**src/rtl/serial_frame_rx_pkg.sv**
```systemverilog
// Shared types and helpers for the serial frame receiver: FSM state encoding,
// bit-counter sizing and the even-parity check.
package serial_frame_rx_pkg;

  typedef enum logic [1:0] {
    IDLE   = 2'd0,
    DATA   = 2'd1,
    PARITY = 2'd2,
    STOP   = 2'd3
  } rx_state_t;

  localparam int MAX_WIDTH = 32;

  function automatic int cnt_bits(input int width);
    return $clog2(width + 1);
  endfunction

  // 1 when the data bits together with the parity bit hold an even number of ones.
  function automatic logic even_parity(input logic [MAX_WIDTH-1:0] word, input logic par_bit);
    return ~((^word) ^ par_bit);
  endfunction

endpackage

```
**src/rtl/rx_hold_reg.sv**
```systemverilog
// One-entry valid/ready holding register for received words; a load that finds
// the register full and not draining is dropped and reported as an overrun.
module rx_hold_reg #(
  parameter int WIDTH = 4
) (
  input  logic             clk,
  input  logic             rst,
  input  logic             load,
  input  logic [WIDTH-1:0] word,
  input  logic             out_ready,
  output logic [WIDTH-1:0] data_out,
  output logic             out_valid,
  output logic             overrun
);

  logic [WIDTH-1:0] data_q, data_d;
  logic             valid_q, valid_d;
  logic             overrun_q, overrun_d;

  always_comb begin
    data_d    = data_q;
    valid_d   = valid_q;
    overrun_d = 1'b0;
    if (load) begin
      // A draining register accepts the new word on the same edge as the transfer.
      if (!valid_q || out_ready) begin
        data_d  = word;
        valid_d = 1'b1;
      end else begin
        overrun_d = 1'b1;
      end
    end else if (valid_q && out_ready) begin
      valid_d = 1'b0;
    end
  end

  always_ff @(posedge clk) begin
    if (!rst) begin
      data_q    <= '0;
      valid_q   <= 1'b0;
      overrun_q <= 1'b0;
    end else begin
      data_q    <= data_d;
      valid_q   <= valid_d;
      overrun_q <= overrun_d;
    end
  end

  assign data_out  = data_q;
  assign out_valid = valid_q;
  assign overrun   = overrun_q;

endmodule

```
**src/rtl/serial_frame_rx.sv**
```systemverilog
// Serial frame receiver: start bit, WIDTH data bits LSB first, optional even
// parity, stop bit of 0; good words go to a one-entry valid/ready register.
module serial_frame_rx
  import serial_frame_rx_pkg::*;
#(
  parameter int WIDTH     = 4,
  parameter int PARITY_EN = 1
) (
  input  logic             clk,
  input  logic             rst,
  input  logic             serial_in,
  input  logic             bit_en,
  output logic [WIDTH-1:0] data_out,
  output logic             out_valid,
  input  logic             out_ready,
  output logic             parity_err,
  output logic             frame_err,
  output logic             overrun,
  output logic             busy
);

  localparam int CNT_W = cnt_bits(WIDTH);

  rx_state_t        state_q, state_d;
  logic [CNT_W-1:0] cnt_q, cnt_d;
  logic [WIDTH-1:0] shift_q, shift_d;
  logic             par_q, par_d;
  logic             parity_err_q, parity_err_d;
  logic             frame_err_q, frame_err_d;
  logic             load;

  always_comb begin
    state_d      = state_q;
    cnt_d        = cnt_q;
    shift_d      = shift_q;
    par_d        = par_q;
    parity_err_d = 1'b0;
    frame_err_d  = 1'b0;
    load         = 1'b0;
    if (bit_en) begin
      case (state_q)
        IDLE: begin
          if (serial_in) begin
            state_d = DATA;
            cnt_d   = '0;
          end
        end
        DATA: begin
          shift_d = {serial_in, shift_q[WIDTH-1:1]};
          cnt_d   = cnt_q + 1'b1;
          if (cnt_q == CNT_W'(WIDTH - 1)) begin
            state_d = (PARITY_EN != 0) ? PARITY : STOP;
          end
        end
        PARITY: begin
          par_d   = serial_in;
          state_d = STOP;
        end
        STOP: begin
          // A bad stop bit wins over a bad parity bit so only one error fires.
          state_d = IDLE;
          if (serial_in) begin
            frame_err_d = 1'b1;
          end else if ((PARITY_EN != 0) && !even_parity(MAX_WIDTH'(shift_q), par_q)) begin
            parity_err_d = 1'b1;
          end else begin
            load = 1'b1;
          end
        end
        default: state_d = IDLE;
      endcase
    end
  end

  always_ff @(posedge clk) begin
    if (!rst) begin
      state_q      <= IDLE;
      cnt_q        <= '0;
      shift_q      <= '0;
      par_q        <= 1'b0;
      parity_err_q <= 1'b0;
      frame_err_q  <= 1'b0;
    end else begin
      state_q      <= state_d;
      cnt_q        <= cnt_d;
      shift_q      <= shift_d;
      par_q        <= par_d;
      parity_err_q <= parity_err_d;
      frame_err_q  <= frame_err_d;
    end
  end

  rx_hold_reg #(.WIDTH(WIDTH)) u_hold (
    .clk       (clk),
    .rst       (rst),
    .load      (load),
    .word      (shift_q),
    .out_ready (out_ready),
    .data_out  (data_out),
    .out_valid (out_valid),
    .overrun   (overrun)
  );

  assign parity_err = parity_err_q;
  assign frame_err  = frame_err_q;
  assign busy       = (state_q != IDLE);

endmodule

```
**config.mk**
```make
export PLATFORM = sky130hd
export DESIGN_NAME = serial_frame_rx
export DESIGN_NICKNAME = d
export VERILOG_FILES = /design/src/rtl/serial_frame_rx_pkg.sv /design/src/rtl/rx_hold_reg.sv /design/src/rtl/serial_frame_rx.sv
export SDC_FILE = /design/constraint.sdc
export NUM_CORES = 1
export LEC_CHECK = 0
export BUFFER_PORTS_ARGS = -buffer_cell sky130_fd_sc_hd__buf_2
export CAP_MARGIN = 0
export CORE_MARGIN = 3
export CORE_UTILIZATION = 57
export CTS_BUF_LIST = sky130_fd_sc_hd__clkbuf_16
export DETAILED_ROUTE_END_ITERATION = 10
export GPL_TIMING_DRIVEN = 0
export PLACE_DENSITY = 0.89
export SLEW_MARGIN = 25
export SYNTH_ARGS = -nofsm -noshare
export SYNTH_HDL_FRONTEND = slang
export SYNTH_SLANG_ARGS = --single-unit
```
**constraint.sdc**
```tcl
create_clock -name clk -period 3.55 [get_ports clk]
set_input_delay 0.5325 -clock clk [delete_from_list [all_inputs] [get_ports clk]]
set_output_delay 0.5325 -clock clk [all_outputs]
set_load 0.1 [all_outputs]
```
==> impl_results.md, run 1 <==
- Vias in the first global route: 692
- Register Area: 360 sq um
- Fill cell count: 101
- Largest net degree at the start of global routing: 11
- Min-delay src: cnt_q[1]
- Mapped Area: 858 sq um
- Maximum capacitance violations: 0
- Synthesis-stage register bit count: 18
- Final cycle utilization of the critical path: 0.551
- Clock latency on the worst-skew pair: 0.25 ns
- Post-synth EDFFs: 0
- CP Max Fanout: 4
- CTS root buffer: clkbuf_16
- Required time worst endpoint: 3.02 ns
- Pin slew with the least headroom to its limit: 0.487 ns
- Ranking of synthesized cells by area: dfxtp_1 (42%), ha_1 (10%), nand2_1 (8.3%)
- Layout cells sized above 1: 0.193
- Slew headroom: 0.677
- YS warnings: 0
- Die Area: 2010 sq um
- Cts repair resizes: 0
- # port buffers: 12
- Min Clock Period, post-route: 1.96 ns
- Fin worst setup slack: 1.59 ns
- Final-report setup violation count: 0
- DR iter-0 viols: 24
- Mean Syn Cell Area: 9.23 sq um
- Yosys top cell area share: 0.420
- Leakage: 0.417 nW
- Top_reg_cell synth: dfxtp_1
- CTS Buf Count: 3
- Post-CTS setup buffers: 0
- Core area: 1350 sq um
- Register area share after synthesis: 0.420
- Wire per inst: 15.2 microns
- H-Tree Depth: 1
- Status: finished clean
- CP Capture Type: output pin
- Vias per std cell: 5.78
- Multi-input gate area in the final layout: 459 sq um
- Max-slew violations: 0
- Hold Path Class: flip-flop to flip-flop
- Initial antenna violation count: 0
- Clk buf depth: 2
- Gr usage total: 0.209
- Die Y: 44.8 microns
- # hold bufs at CTS: 0
- Global-route wire length before repair: 2.99 mm
- Syn_nets: 105
- Asr flop ratio synth: 0
- TritonCTS clock tree: done
- Area leader, netlist: dfxtp_1
- Clock Pin Slew Worst Setup and Hold Paths: 0.05 ns
- GRT overflow: 0
- Metal3 WL: 114 microns
- WP data arrival: 1.43 ns
- ANT nets after route: 0
- DR pass1 iterations: 4
- DR top layer: met4
- Fin Clk Skew: 0.00319 ns
- Crit path kind: flip-flop to output pin
- Vias after detailed routing: 717
- Starting Density: 0.636
- Placer Congestion: 0.773
- Ports: 14
- Final Hold Viols: 0
- Unrepaired setup endpoints after global routing: no
- Maximum vdd drop: 0.337 mV
- Post-DP HPWL: 1.18 mm
- Area growth from synthesis to layout: 18.4%
- R2r startpoint: shift_q[0]
- DRC: 0
- FMAX: 511 MHz
- Cell count after synthesis: 93
- Startpoint class of the critical path: flip-flop
- M1 WL: 751 microns
- Pre-CTS setup slack: 1.78 ns
- Launch point of the critical path: state_q[1]
- Die W: 44.8 microns
- Fin Setup TNS: 0 ns
- Post-synthesis cell type count: 28
- WL met2: 943 microns
- CTS Sinks: 18
- Antenna Cells: 0
- Power density over the cells: 482 nW/um^2
- Num rows: 13
- Design Power: 490 uW
- Routed WL: 1.88 mm
- Final #Nets: 122
-- state kept, by name, indices dropped and copies added (netlist names) --
signal,cells
state_q,2
cnt_q,3
par_q,1
parity_err,1
u_hold.data_out,4
u_hold.out_valid,1
shift_q,4
u_hold.overrun,1
frame_err,1
-- cell usage after synthesis (2+ instances only) --
master / number
inv_1: 5
clkbuf_1: 2
a21oi_1: 7
dfxtp_1: 18
nand2b_1: 2
mux2i_1: 5
nor2_1: 2
nand2_1: 19
nand3_1: 8
ha_1: 7
-- per-layer routing --
layer | vias to the layer above | track usage
met3 | 13 | 0.0359
met4 | 0 | 0.111
met1 | 322 | 0.231
li1 | 343 | -
met5 | - | 0
met2 | 39 | 0.375
-- cells in the final DEF, fill, tap and decap left out, types with 2 or more instances in the layout --
cell	count
nand3_1	8
mux2i_1	5
a21oi_1	7
ha_1	7
clkbuf_16	3
nor2_1	2
inv_1	5
nand2_1	19
clkbuf_1	2
clkinv_1	2
dfxtp_1	18
buf_2	12
nand2b_1	2
-- through the flow --
step	instances	hold WS [ns]	instance area (sq um)	util
after global routing	124	0.466	1020	0.753
after CTS	124	0.456	1020	0.753
after floorplan	93	0.436	858	-
final	124	0.457	1020	0.753
after detailed placement	120	0.450	937	0.694
after global placement	120	0.439	937	0.694
-- critical path: stages (launching register included) --
cell	delay [ns]
dfxtp_1	0.38
inv_1	0.10
ha_1	0.23
inv_1	0.06
buf_2	0.41
-- final timing paths --
path | to | slack (ns) | cells after the start
worst max register to register | u_hold.data_out[1] | 1.71 | 4
worst min register to register | cnt_q[1] | 0.46 | 2
worst min-delay path | cnt_q[1] | 0.46 | 2
worst max-delay path | busy | 1.59 | 4
-- power breakdown --
part / internal [mW] / leakage (nW) / switching (mW)
sequential: 0.206 / 0.145 / 0.00345
combinational: 0.0153 / 0.233 / 0.0427
clock: 0.150 / 0.0385 / 0.0728
-- logic make-up (layout without fill, tap and decap cells) --
family,after synthesis,in the layout,share of synthesized area
AO/OA/AOI/OAI,11,11,0.0773
buffers and inverters,10,26,0.0452
multiplexers,5,5,0.0583
AND/OR/NAND/NOR,39,39,0.232
adder cells (fa/ha/maj),7,7,0.102
flip-flops,18,18,0.420
XOR/XNOR,3,3,0.0656
-- final cells by class --
class | count | share of cell area
multi-input combinational | 65 | 0.452
clock buffer | 3 | 0.0739
clock inverter | 1 | 0.00369
tap | 15 | 0.0185
timing repair buffer | 12 | 0.0591
sequential | 18 | 0.355
inverter | 6 | 0.0222
buffer | 4 | 0.0160
Note: power is estimated with default switching activity, not from simulation.
==> inputs of run 2 (changes only) <==
--- a/config.mk
+++ b/config.mk
@@ -8,11 +8,11 @@
 export BUFFER_PORTS_ARGS = -buffer_cell sky130_fd_sc_hd__buf_2
 export CAP_MARGIN = 0
 export CORE_MARGIN = 3
-export CORE_UTILIZATION = 57
+export CORE_UTILIZATION = 53
 export CTS_BUF_LIST = sky130_fd_sc_hd__clkbuf_16
 export DETAILED_ROUTE_END_ITERATION = 10
 export GPL_TIMING_DRIVEN = 0
-export PLACE_DENSITY = 0.89
+export PLACE_DENSITY = 0.85
 export SLEW_MARGIN = 25
 export SYNTH_ARGS = -nofsm -noshare
 export SYNTH_HDL_FRONTEND = slang
==> constraint.sdc (replaced) <==
create_clock -name clk -period 1.9 [get_ports clk]
set_input_delay 0.285 -clock clk [delete_from_list [all_inputs] [get_ports clk]]
set_output_delay 0.285 -clock clk [all_outputs]
set_load 0.1 [all_outputs]
==> run 2 against run 1 <==
Cell count up 0.81%. Sequential share of layout area down 0.26 points. Non-clock buffer count rose by 1. Global-route usage down 2.3 points. Sequential cell count unchanged. Total power rose by 85%. Largest power group unchanged. Critical endpoint unchanged. Routed wire length down 12%. Sequential power increased by 87%. Final area grew 0.74%. Highest routed layer unchanged.
==> impl_results.md, run 2 (synthesis results as in run 1) <==
- Maximum capacitance violations: 0
- Vias per std cell: 5.54
- R2r startpoint: shift_q[0]
- Cell seen most often among critical-path stages: inv_1
- Commonest non-fill, non-tap cells in the layout: nand2_1 (19), dfxtp_1 (18), buf_2 (12), nand3_1 (8)
- Fin Setup TNS: 0 ns
- Final Hold Viols: 0
- Routed WL: 1.65 mm
- WP data arrival: 1.42 ns
- Register Area: 360 sq um
- Min-delay src: serial_in
- RR Endpoint: u_hold.data_out[0]
- Starting Density: 0.607
- Clock latency on the worst-skew pair: 0.24 ns
- Worst hold endpoint: parity_err
- Maximum vdd drop: 0.486 mV
- ANT nets after route: 0
- CTS Sinks: 18
- Layout cells sized above 1: 0.200
- Antenna Cells: 0
- Pin slew with the least headroom to its limit: 0.485 ns
- H-Tree Depth: 1
- WHS Path Cells: 2
- # hold bufs at CTS: 0
- GRT overflow: 0
- CP peak stage delay: 0.41 ns
- Power density over the cells: 886 nW/um^2
- Clock Pin Slew Worst Setup and Hold Paths: 0.05 ns
- Final cycle utilization of the critical path: 0.896
- FMAX: 587 MHz
- Initial antenna violation count: 0
- Max-slew violations: 0
- CTS Buf Count: 3
- Fill cell count: 110
- Die Area: 2140 sq um
- Ports: 14
- Pre-CTS setup slack: 0.161 ns
- CP max-delay cell: buf_2
- Vias in the first global route: 626
- Clk buf depth: 2
- Area growth from synthesis to layout: 19.2%
- Final-report setup violation count: 0
- Gr usage total: 0.186
- Leakage: 0.423 nW
- Vias after detailed routing: 692
- Num rows: 13
- R2R Setup Slk: 0.22 ns
- Wire per inst: 13.2 microns
- Global-route wire length before repair: 2.78 mm
- Fin worst setup slack: 0.198 ns
- Required time worst endpoint: 1.62 ns
- CTS root buffer: clkbuf_16
- Cts repair resizes: 0
- Slew headroom: 0.679
- DRC: 0
- TritonCTS clock tree: done
- Die Y: 46.2 microns
- Multi-input gate area in the final layout: 459 sq um
- Hold Path Class: input pin to flip-flop
- Final #Nets: 123
- Largest net degree at the start of global routing: 11
- DR iter-0 viols: 2
- CP Capture Type: output pin
- Cells along the critical path: inv_1 -> ha_1 -> inv_1 -> buf_2
- Startpoint class of the critical path: flip-flop
- Die W: 46.2 microns
- # port buffers: 12
- DR pass1 iterations: 4
- Core area: 1420 sq um
- Unrepaired setup endpoints after global routing: no
- Fin Clk Skew: 0.00292 ns
- Crit path kind: flip-flop to output pin
- CP Max Fanout: 4
- Placer Congestion: 0.727
- Status: finished clean
- Worst R2R Path Depth: 5
- Post-DP HPWL: 1.10 mm
- Min Clock Period, post-route: 1.70 ns
- Most common cell after layout, fill and taps aside: nand2_1
## run 2: changes by cell type in the layout (fill, tap and decap cells not counted)
cell,previous run,this run
buf_4,0,1
## run 2: per-layer routing
| metal | track usage | wire [microns] | vias to the layer above |
|---|---|---|---|
| met2 | 0.313 | 827 | 17 |
| met4 | 0.0852 | 17 | 0 |
| met5 | 0 | 0 | - |
| met3 | 0.0234 | 81 | 2 |
| li1 | - | - | 345 |
| met1 | 0.231 | 722 | 328 |
## run 2: how the worst max path moves through the flow
| stage | from | endpoint |
|---|---|---|
| global route | shift_q[0] | u_hold.data_out[1] |
| detailed placement | shift_q[0] | u_hold.data_out[0] |
| finish | state_q[0] | busy |
| CTS | shift_q[0] | u_hold.data_out[0] |
| global placement | shift_q[0] | u_hold.data_out[3] |
| floorplan | u_hold.out_valid | u_hold.data_out[0] |
## run 2: metrics by stage
step                      total power [mW]  hold slack (ns)  utilization  std cells  area [sq um]
after global routing                 0.946            0.387        0.723        125          1020
final                                0.907            0.371        0.723        125          1020
after detailed placement             0.504            0.445        0.662        120           937
after global placement               0.500            0.439        0.662        120           937
after CTS                            0.917            0.369        0.718        124          1020
after floorplan                      0.482            0.436            -         93           858
## run 2: cell type report
type,count,area share
flip-flops and latches,18,0.352
clock inverters,1,0.00367
multi-input cells,65,0.449
well taps,15,0.0183
inverters,6,0.0220
clock buffers,3,0.0733
plain buffers,4,0.0159
repair buffers,13,0.0660
## run 2: power by group
part	internal, mW	leakage [nW]	switching [mW]
Clock	0.279	0.0385	0.130
Sequential	0.385	0.145	0.00642
Combinational	0.0282	0.239	0.0789
## run 2: what timing repair did
item | 4_1_cts | 5_1_grt
buffers inserted | 0 | 1
endpoints found under the hold margin | 0 | 0
endpoints found under the setup margin | 0 | 4
## run 2: worst max-delay path, delay by kind of cell, from the launching register on
kind	cells	cell delay (ns)
adder cells (fa/ha/maj)	1	0.24
buffers and inverters	3	0.57
flip-flops	1	0.36
==> inputs of run 3 (changes only) <==
--- a/config.mk
+++ b/config.mk
@@ -7,13 +7,14 @@
 export LEC_CHECK = 0
 export BUFFER_PORTS_ARGS = -buffer_cell sky130_fd_sc_hd__buf_2
 export CAP_MARGIN = 0
+export CORE_ASPECT_RATIO = 0.8
 export CORE_MARGIN = 3
 export CORE_UTILIZATION = 53
-export CTS_BUF_LIST = sky130_fd_sc_hd__clkbuf_16
 export DETAILED_ROUTE_END_ITERATION = 10
 export GPL_TIMING_DRIVEN = 0
-export PLACE_DENSITY = 0.85
+export PLACE_DENSITY = 0.84
 export SLEW_MARGIN = 25
 export SYNTH_ARGS = -nofsm -noshare
 export SYNTH_HDL_FRONTEND = slang
+export SYNTH_HIERARCHICAL = 1
 export SYNTH_SLANG_ARGS = --single-unit
==> run 3 against run 2 <==
Register-to-register slack got worse by 0.04 ns. Non-clock buffer count is 1 higher. Total power is 19% lower. Sequential cell count unchanged. First-iteration DRC count grew to 7.0 times the previous value. Core utilization down 3.6 points. Critical endpoint unchanged.
==> impl_results.md, run 3 <==
- DRC: 0
- Area leader, netlist: dfxtp_1
- Unrepaired setup endpoints after global routing: no
- Leakage: 0.437 nW
- Status: finished clean
- Vias in the first global route: 674
- Final Hold Viols: 0
- Count leader, synth: dfxtp_1
- FMAX: 564 MHz
- Placer Congestion: 0.812
- Fin worst setup slack: 0.128 ns
- Max-slew violations: 0
- Maximum vdd drop: 0.599 mV
- ANT nets after route: 0
- Wire per inst: 12.7 microns
- CP delay by family, top: buffers and inverters
- Fin Clk Skew: 0.00384 ns
- YS warnings: 6
- Fill cell count: 134
- Pin slew with the least headroom to its limit: 0.487 ns
- Mapped Area: 890 sq um
- Post-synth top cells: dfxtp_1 (18), nand2_1 (16), a21oi_1 (9)
- Core area: 1490 sq um
- Yosys top cell area share: 0.405
- CP peak stage delay: 0.41 ns
- Clock Pin Slew Worst Setup and Hold Paths: 0.10 ns
- Die Area: 2210 sq um
- Starting Density: 0.598
- # port buffers: 13
- Ranking of synthesized cells by area: dfxtp_1 (41%), ha_1 (9.8%), nand2_1 (6.8%)
- Startpoint class of the critical path: flip-flop
- Cells along the critical path: inv_1 -> ha_1 -> inv_1 -> buf_2
- R2R Setup Slk: 0.18 ns
- Layout cells sized above 1: 0.241
- DR pass1 iterations: 4
- Mean Syn Cell Area: 9.36 sq um
- Maximum capacitance violations: 0
- Largest net degree at the start of global routing: 11
- Ports: 14
- Top_reg_cell synth: dfxtp_1
- CTS Buf Count: 3
- Synthesis-stage register bit count: 18
- Required time worst endpoint: 1.62 ns
- Cell count after synthesis: 95
- Cell seen most often among critical-path stages: inv_1
- Worst path bufs/invs: 3
- CTS root buffer: clkbuf_4
- Post-synthesis cell type count: 27
- Final-report setup violation count: 0
- RR Endpoint: u_hold/data_out[0]
- Vias after detailed routing: 684
- Min Clock Period, post-route: 1.77 ns
- Design Power: 738 uW
- Syn_nets: 107
- Worst R2R Path Depth: 6
- Final cycle utilization of the critical path: 0.933
- DR iter-0 viols: 14
- Die W: 51.8 microns
- Post-CTS setup buffers: 0
- CP max-delay cell: buf_2
- Levels on crit path: 4
- Die Y: 42.6 microns
- Commonest non-fill, non-tap cells in the layout: dfxtp_1 (18), buf_2 (16), nand2_1 (16), a21oi_1 (9), ha_1 (7)
- CP Capture Type: output pin
- H-Tree Depth: 1
- Num rows: 12
- Launch point of the critical path: state_q[0]
- Gr usage total: 0.182
- WP data arrival: 1.49 ns
- Routed WL: 1.69 mm
- Global-route wire length before repair: 2.97 mm
- Register area share after synthesis: 0.405
- TritonCTS clock tree: done
- Hold Path Class: input pin to flip-flop
- Fin Setup TNS: 0 ns
- CP Max Fanout: 4
- Slew headroom: 0.677
- Power density over the cells: 722 nW/um^2
- Clock latency on the worst-skew pair: 0.29 ns
- R2r startpoint: shift_q[0]
- GRT overflow: 0
- Area growth from synthesis to layout: 14.9%
- Final #Nets: 125
- Clk buf depth: 2
- Post-DP HPWL: 1.28 mm
- Pre-CTS setup slack: 0.149 ns
- Asr flop ratio synth: 0
- Initial antenna violation count: 0
- Critical Path End: busy
- Antenna Cells: 0
- # hold bufs at CTS: 0
- Crit path kind: flip-flop to output pin
- Most common cell after layout, fill and taps aside: dfxtp_1
- Post-synth EDFFs: 0
- Vias per std cell: 5.14
- CTS Sinks: 18
## run 3: power by group
part | internal, mW | switching (mW)
logic | 0.0311 | 0.0846
clock network | 0.117 | 0.116
registers | 0.383 | 0.00572
## run 3: through the flow
stage | cell area, sq um | hold WS, ns | instances | util
4_1_cts | 1020 | 0.224 | 133 | 0.684
2_1_floorplan | 890 | 0.356 | 95 | -
5_1_grt | 1020 | 0.218 | 133 | 0.688
3_5_place_dp | 981 | 0.445 | 129 | 0.660
6_report | 1020 | 0.232 | 133 | 0.688
3_3_place_gp | 981 | 0.439 | 129 | 0.660
## run 3: cell families after synthesis
logic type	share of synthesized area
simple gates	0.222
flops	0.405
compound gates	0.114
buf+inv	0.0591
fa+ha+maj	0.0984
mux	0.0563
xor+xnor	0.0450
## run 3: area by class of cell
type,instances,area [sq um],share of cell area
Timing Repair Buffer,13,65.1,0.0636
Inverter,6,22.5,0.0220
Buffer,5,30.0,0.0294
Clock buffer,4,36.3,0.0355
Tap cell,21,26.3,0.0257
Sequential cell,18,360,0.353
Multi-Input combinational cell,66,482,0.471
## run 3: how the worst min path moves through the flow
stage / slack (ns) / to / from / depth (start not counted)
floorplan: 0.36 / parity_err / serial_in / 1
global route: 0.22 / frame_err / rst / 3
detailed placement: 0.45 / u_hold/data_out[2] / u_hold/data_out[2] / 2
CTS: 0.22 / frame_err / rst / 3
global placement: 0.44 / u_hold/data_out[2] / u_hold/data_out[2] / 2
finish: 0.23 / frame_err / rst / 3
## run 3: per-layer routing
metal / global-route usage / up-vias / routed length [microns]
met5: 0 / - / 0
met4: 0.0524 / 0 / 34
met3: 0.0641 / 4 / 91
met2: 0.279 / 21 / 790
met1: 0.239 / 298 / 777
li1: - / 361 / -
## run 3: repair_timing
action                     4_1_cts  5_1_grt
setup endpoints to repair        0        3
hold endpoints to repair         0        0
resized for setup                0        1
## run 3: tightest hold or removal path, stage by stage
cell	delay (ns)
buf_2	0.11
nand2_1	0.06
nor2_1	0.03
